`src/rtl/pe_pkg.sv`:
```
// Shared definitions for the processing-element MAC controller: the FSM
// state encoding and the counter-width helper.
package pe_pkg;

  typedef enum logic [1:0] {
    IDLE  = 2'd0,
    MAC   = 2'd1,
    WRITE = 2'd2,
    DONE  = 2'd3
  } pe_state_t;

  // Width of a counter that must hold 0..n-1; never narrower than one bit.
  function automatic int cnt_width(input int n);
    return (n > 1) ? $clog2(n) : 1;
  endfunction

endpackage

```
`src/rtl/pe_mac_unit.sv`:
```
// Combinational multiply-accumulate: signed a*b, sign-extended to the
// accumulator width, added to acc_in with modulo wrap.
module pe_mac_unit
  import pe_pkg::*;
#(
  parameter int DATA_WIDTH = 16,
  parameter int PSUM_WIDTH = 32
) (
  input  logic signed [DATA_WIDTH-1:0] a,
  input  logic signed [DATA_WIDTH-1:0] b,
  input  logic signed [PSUM_WIDTH-1:0] acc_in,
  output logic signed [PSUM_WIDTH-1:0] acc_out
);

  logic signed [2*DATA_WIDTH-1:0] prod;

  // Widen the full-precision product to the accumulator width keeping its sign.
  function automatic logic signed [PSUM_WIDTH-1:0] sext_prod(
    input logic signed [2*DATA_WIDTH-1:0] p
  );
    logic signed [PSUM_WIDTH-1:0] r;
    r = p;
    return r;
  endfunction

  // Product and accumulate; the sum wraps naturally at PSUM_WIDTH bits.
  always_comb begin
    prod    = a * b;
    acc_out = acc_in + sext_prod(prod);
  end

endmodule

```
`src/rtl/pe_mac_ctrl.sv`:
```
// PE compute stage: pops ifmap/filter word pairs, accumulates FILT_LEN
// products into one psum, pushes it to the psum FIFO, NUM_OUT times per start.
module pe_mac_ctrl
  import pe_pkg::*;
#(
  parameter int DATA_WIDTH = 16,
  parameter int PSUM_WIDTH = 32,
  parameter int FILT_LEN   = 3,
  parameter int NUM_OUT    = 4
) (
  input  logic                  clk,
  input  logic                  rstn,
  input  logic                  start,
  input  logic                  clear,
  input  logic                  ifmap_empty,
  input  logic [DATA_WIDTH-1:0] ifmap_data,
  output logic                  ifmap_ren,
  input  logic                  filt_empty,
  input  logic [DATA_WIDTH-1:0] filt_data,
  output logic                  filt_ren,
  input  logic                  psum_full,
  output logic                  psum_wen,
  output logic [PSUM_WIDTH-1:0] psum_din,
  output logic                  busy,
  output logic                  done
);

  localparam int KW = cnt_width(FILT_LEN);
  localparam int OW = cnt_width(NUM_OUT);
  localparam logic [KW-1:0] K_LAST = KW'(FILT_LEN - 1);
  localparam logic [OW-1:0] O_LAST = OW'(NUM_OUT - 1);

  pe_state_t                  state, state_n;
  logic signed [PSUM_WIDTH-1:0] acc, acc_n, mac_out;
  logic [KW-1:0]              k_cnt, k_n;
  logic [OW-1:0]              o_cnt, o_n;
  logic                       fire, push;

  pe_mac_unit #(
    .DATA_WIDTH (DATA_WIDTH),
    .PSUM_WIDTH (PSUM_WIDTH)
  ) u_mac (
    .a       (signed'(ifmap_data)),
    .b       (signed'(filt_data)),
    .acc_in  (acc),
    .acc_out (mac_out)
  );

  // State, accumulator and counters; reset and clear both return to an empty IDLE.
  always_ff @(posedge clk) begin
    if (!rstn) begin
      state <= IDLE;
      acc   <= '0;
      k_cnt <= '0;
      o_cnt <= '0;
    end else begin
      state <= state_n;
      acc   <= acc_n;
      k_cnt <= k_n;
      o_cnt <= o_n;
    end
  end

  // Next-state and FIFO handshakes; clear overrides everything and blocks pops/pushes.
  always_comb begin
    state_n = state;
    acc_n   = acc;
    k_n     = k_cnt;
    o_n     = o_cnt;
    fire    = 1'b0;
    push    = 1'b0;
    unique case (state)
      IDLE: begin
        if (start) begin
          state_n = MAC;
          acc_n   = '0;
          k_n     = '0;
          o_n     = '0;
        end
      end
      MAC: begin
        fire = !ifmap_empty && !filt_empty;
        if (fire) begin
          acc_n = mac_out;
          if (k_cnt == K_LAST) begin
            k_n     = '0;
            state_n = WRITE;
          end else begin
            k_n = k_cnt + KW'(1);
          end
        end
      end
      WRITE: begin
        push = !psum_full;
        if (push) begin
          acc_n = '0;
          if (o_cnt == O_LAST) begin
            o_n     = '0;
            state_n = DONE;
          end else begin
            o_n     = o_cnt + OW'(1);
            state_n = MAC;
          end
        end
      end
      DONE: begin
        state_n = IDLE;
      end
      default: begin
        state_n = IDLE;
      end
    endcase
    if (clear) begin
      state_n = IDLE;
      acc_n   = '0;
      k_n     = '0;
      o_n     = '0;
      fire    = 1'b0;
      push    = 1'b0;
    end
  end

  // Output drive; pops and pushes are also suppressed while reset is asserted.
  always_comb begin
    ifmap_ren = fire && rstn;
    filt_ren  = fire && rstn;
    psum_wen  = push && rstn;
    psum_din  = acc;
    busy      = (state != IDLE);
    done      = (state == DONE);
  end

endmodule

```
`config.mk`:
```
export PLATFORM = sky130hd
export DESIGN_NAME = pe_mac_ctrl
export DESIGN_NICKNAME = d
export VERILOG_FILES = /design/src/rtl/pe_pkg.sv /design/src/rtl/pe_mac_unit.sv /design/src/rtl/pe_mac_ctrl.sv
export SDC_FILE = /design/constraint.sdc
export NUM_CORES = 1
export LEC_CHECK = 0
export ABC_CLOCK_PERIOD_IN_PS = 9870
export CAP_MARGIN = 30
export CORE_ASPECT_RATIO = 0.8
export CORE_MARGIN = 3
export CORE_UTILIZATION = 35
export DETAILED_ROUTE_END_ITERATION = 10
export PLACE_DENSITY_LB_ADDON = 0.3
export SYNTH_ARGS = -nofsm -noshare
export SYNTH_HDL_FRONTEND = slang
export SYNTH_SLANG_ARGS = --single-unit
```
`constraint.sdc`:
```
create_clock -name clk -period 9.87 [get_ports clk]
set_clock_uncertainty 0.15 [all_clocks]
set_input_delay 2.961 -clock clk [delete_from_list [all_inputs] [get_ports clk]]
set_output_delay 2.961 -clock clk [all_outputs]
set_load 0.005 [all_outputs]
```
==> results.py <==
metrics = {
    "layout": {
        "drive_gt1_share_pct": 3.881,
        "multiInputGateArea_sq_um": 10050,
        "syn_to_final_growth_pct": 13.03,
        "antenna_cells": 0,
        "register_area_sq_um": 760.7,
        "fill_cells": 3432,
        "nets": 1846,
    },
    "route": {
        "ant_nets": 0,
        "drt_iter0_drc": 457,
        "vias": 8714,
        "vias_per_cell": 4.630,
        "drc": 0,
        "first_pass_iters": 5,
        "routed_wl_um": 30080,
        "wl_per_cell_um": 15.99,
    },
    "worst_setup_path": {
        "cp.required_ns": 9.88,
        "r2r_cells": 16,
        "crit_start": "ifmap_data[15]",
        "worstSetupEndpointType": "flop",
        "critPathLaunchType": "primary input",
        "worst_r2r_endpoint": "psum_din[27]$_SDFFE_PP0P_",
        "cp-endpoint": "psum_din[31]$_SDFFE_PP0P_",
        "r2r_setup_slack_ns": 4.43,
        "cp_data_arrival_time_ns": 9.44,
        "critical_path_class": "in2reg",
        "rr_startpoint": "psum_din[8]$_SDFFE_PP0P_",
        "cp_max_fo": 7,
    },
    "grt": {
        "grt_pass1_vias": 9562,
        "grt_pass1_wl_um": 51850,
        "grt_util_all_layers_pct": 17.12,
        "overflow": 0,
        "antenna_found_initial": 1,
        "grt_max_degree": 25,
    },
    "worst_hold_path": {
        "min_path_type": "reg2reg",
    },
    "synthesis": {
        "synthXorXnorAreaFrac_pct": 2.431,
        "async_flop_share_pct": 0,
        "yosys.area_share.simple_pct": 15.12,
        "synth.distinct_cells": 56,
        "synth.cell_area_sq_um": 12250,
        "ys.flop_type": "dfxtp_1",
        "synth_nets": 1772,
        "synth_top_family_by_area": "adder cells",
        "syn_avg_cell_area_sq_um": 9.129,
        "yosys_warnings": 0,
        "synth-compound-area-share_pct": 6.199,
        "ys_ff_latch": 38,
        "synth_adder_area_share_pct": 57.82,
        "ys_seq_area_share_pct": 6.209,
        "synthMuxAreaShare_pct": 0.4085,
        "synthCells": 1342,
        "synth-edff-count": 0,
    },
    "status": {
        "status": "finished clean",
    },
    "timing": {
        "hold_viol_final": 0,
        "setup_viol": 0,
        "post-route-period-util_pct": 95.58,
        "relSlewSlack_pct": 38.47,
        "finalSetupTns_ns": 0,
        "worst_pin_slew_ns": 0.9229,
        "slew_viol_final": 0,
        "period_minus_slack_ns": 9.434,
        "rsz0062_at_grt": "false",
        "fmax_mhz": 106.0,
    },
    "floorplan": {
        "ios": 76,
        "dieArea_sq_um": 37300,
        "rows": 60,
        "die-width_um": 215.2,
        "die_h_um": 173.3,
        "start_util_pct": 35.95,
        "core-area_sq_um": 34080,
    },
    "placed_design": {
        "gp_congestion": 0.8879,
        "port_buffers": 75,
        "hpwl_um": 27210,
    },
    "cts": {
        "worstSkewPairLatency_ns": 0.29,
        "clock-sinks": 38,
        "cts_tree": "done",
        "numCtsBuffers": 5,
        "cts_buffer_depth": 2,
        "root_buffer": "clkbuf_16",
        "h-tree-depth": 2,
        "clk_pin_slew_ns": 0.06,
    },
    "job": {
        "max_cap_viol_count": 0,
    },
}
## critical path, cell delays in order
cell             delay, ns
clkdlybuf4s50_1       0.61
nand2_1               0.25
inv_1                 0.09
fa_1                  0.72
inv_1                 0.11
fa_1                  0.62
inv_1                 0.20
fa_1                  0.53
inv_1                 0.06
fa_1                  0.57
inv_1                 0.06
fa_1                  0.47
inv_1                 0.05
fa_1                  0.48
inv_1                 0.05
ha_1                  0.34
a21o_1                0.18
a21oi_1               0.26
o21ai_0               0.13
a21oi_1               0.21
o41a_1                0.17
a31oi_1               0.06
xnor2_1               0.17
o21ai_0               0.08
## what timing repair did
| item | in CTS | in global routing |
|---|---|---|
| hold buffers | 0 | 0 |
| resized for setup | 0 | 1 |
| buffers inserted | 0 | 0 |
| endpoints found under the setup margin | 0 | 1 |
## metrics by stage
stage,cell area (sq um),setup slack [ns],hold WS [ns],instances,util (%)
after floorplan,12250,1.149,0.3110,1342,-
after global placement,13680,0.1784,0.3260,1874,40.13
after detailed placement,13680,0.1758,0.3220,1874,40.13
after CTS,13840,0.4207,0.3310,1882,40.61
after global routing,13850,0.02521,0.3803,1882,40.63
final,13850,0.4365,0.3244,1882,40.63
## cell usage after synthesis (5+ instances only)
library cell    n  share of area [%]
a21o_1          5               0.31
a21oi_1        30                1.2
a22oi_1        15               0.92
and2_1        125                6.4
and3_1          6               0.31
clkbuf_1       39                1.2
dfxtp_1        38                6.2
fa_1          292                 48
ha_1           99                 10
inv_1         336                 10
mux2i_1         5               0.41
nand2_1       149                4.6
nand2b_1        8               0.41
nand3_1         5               0.20
nor2_1         57                1.7
nor2b_1         7               0.36
nor3_1          7               0.29
o21ai_0        26                1.1
xnor2_1        24                1.7
xor2_1         10               0.71
## flip-flops by register name, summed over array words and instances, names as in the netlist
register / count
o_cnt: 2
state: 2
psum_din: 32
k_cnt: 2
## logic make-up (layout without fill, tap and decap cells)
kind of cell	count (synthesis)	after routing
compound gates	115	115
xor+xnor	34	34
fa+ha+maj	391	391
buf+inv	381	456
flops	38	38
mux	5	5
simple gates	378	378
## cell usage in the layout (no fill, tap or decap), types with 5 or more instances in the layout
cell type	Yosys	routed
inv_1	336	336
fa_1	292	292
nand2_1	149	149
and2_1	125	125
ha_1	99	99
clkdlybuf4s50_1	0	75
nor2_1	57	57
dfxtp_1	38	38
buf_4	2	37
a21oi_1	30	30
o21ai_0	26	26
xnor2_1	24	24
a22oi_1	15	15
xor2_1	10	10
nand2b_1	8	8
nor2b_1	7	7
nor3_1	7	7
and3_1	6	6
mux2i_1	5	5
a21o_1	5	5
nand3_1	5	5
clkbuf_16	0	5
## worst min-delay path by stage
stage | startpoint | end | cells past startpoint
6_report | psum_din[27]$_SDFFE_PP0P_ | psum_din[27]$_SDFFE_PP0P_ | 2
5_1_grt | psum_din[27]$_SDFFE_PP0P_ | psum_din[27]$_SDFFE_PP0P_ | 2
4_1_cts | psum_din[27]$_SDFFE_PP0P_ | psum_din[27]$_SDFFE_PP0P_ | 2
3_5_place_dp | psum_din[27]$_SDFFE_PP0P_ | psum_din[27]$_SDFFE_PP0P_ | 2
3_3_place_gp | psum_din[27]$_SDFFE_PP0P_ | psum_din[27]$_SDFFE_PP0P_ | 2
2_1_floorplan | psum_din[27]$_SDFFE_PP0P_ | psum_din[27]$_SDFFE_PP0P_ | 2
## area by class of cell
cell class	instances	area share [%]
Multi-Input combinational cell	923	72.58
Inverter	336	9.107
Timing Repair Buffer	112	7.427
Sequential cell	38	5.493
Tap cell	465	4.201
Clock buffer	5	0.9035
Clock inverter	3	0.2891
## metal layers
metal  global-route usage, %  up-vias  wire length, um
li1                        -     4120                -
met1                   26.92     4409            15820
met2                   25.77      165            12750
met3                   1.735       18             1213
met4                   3.000        2              294
met5                       0        -                9
Power is not shown: default switching activity piles up to over one toggle a cycle in this logic, so the estimate is an artifact.
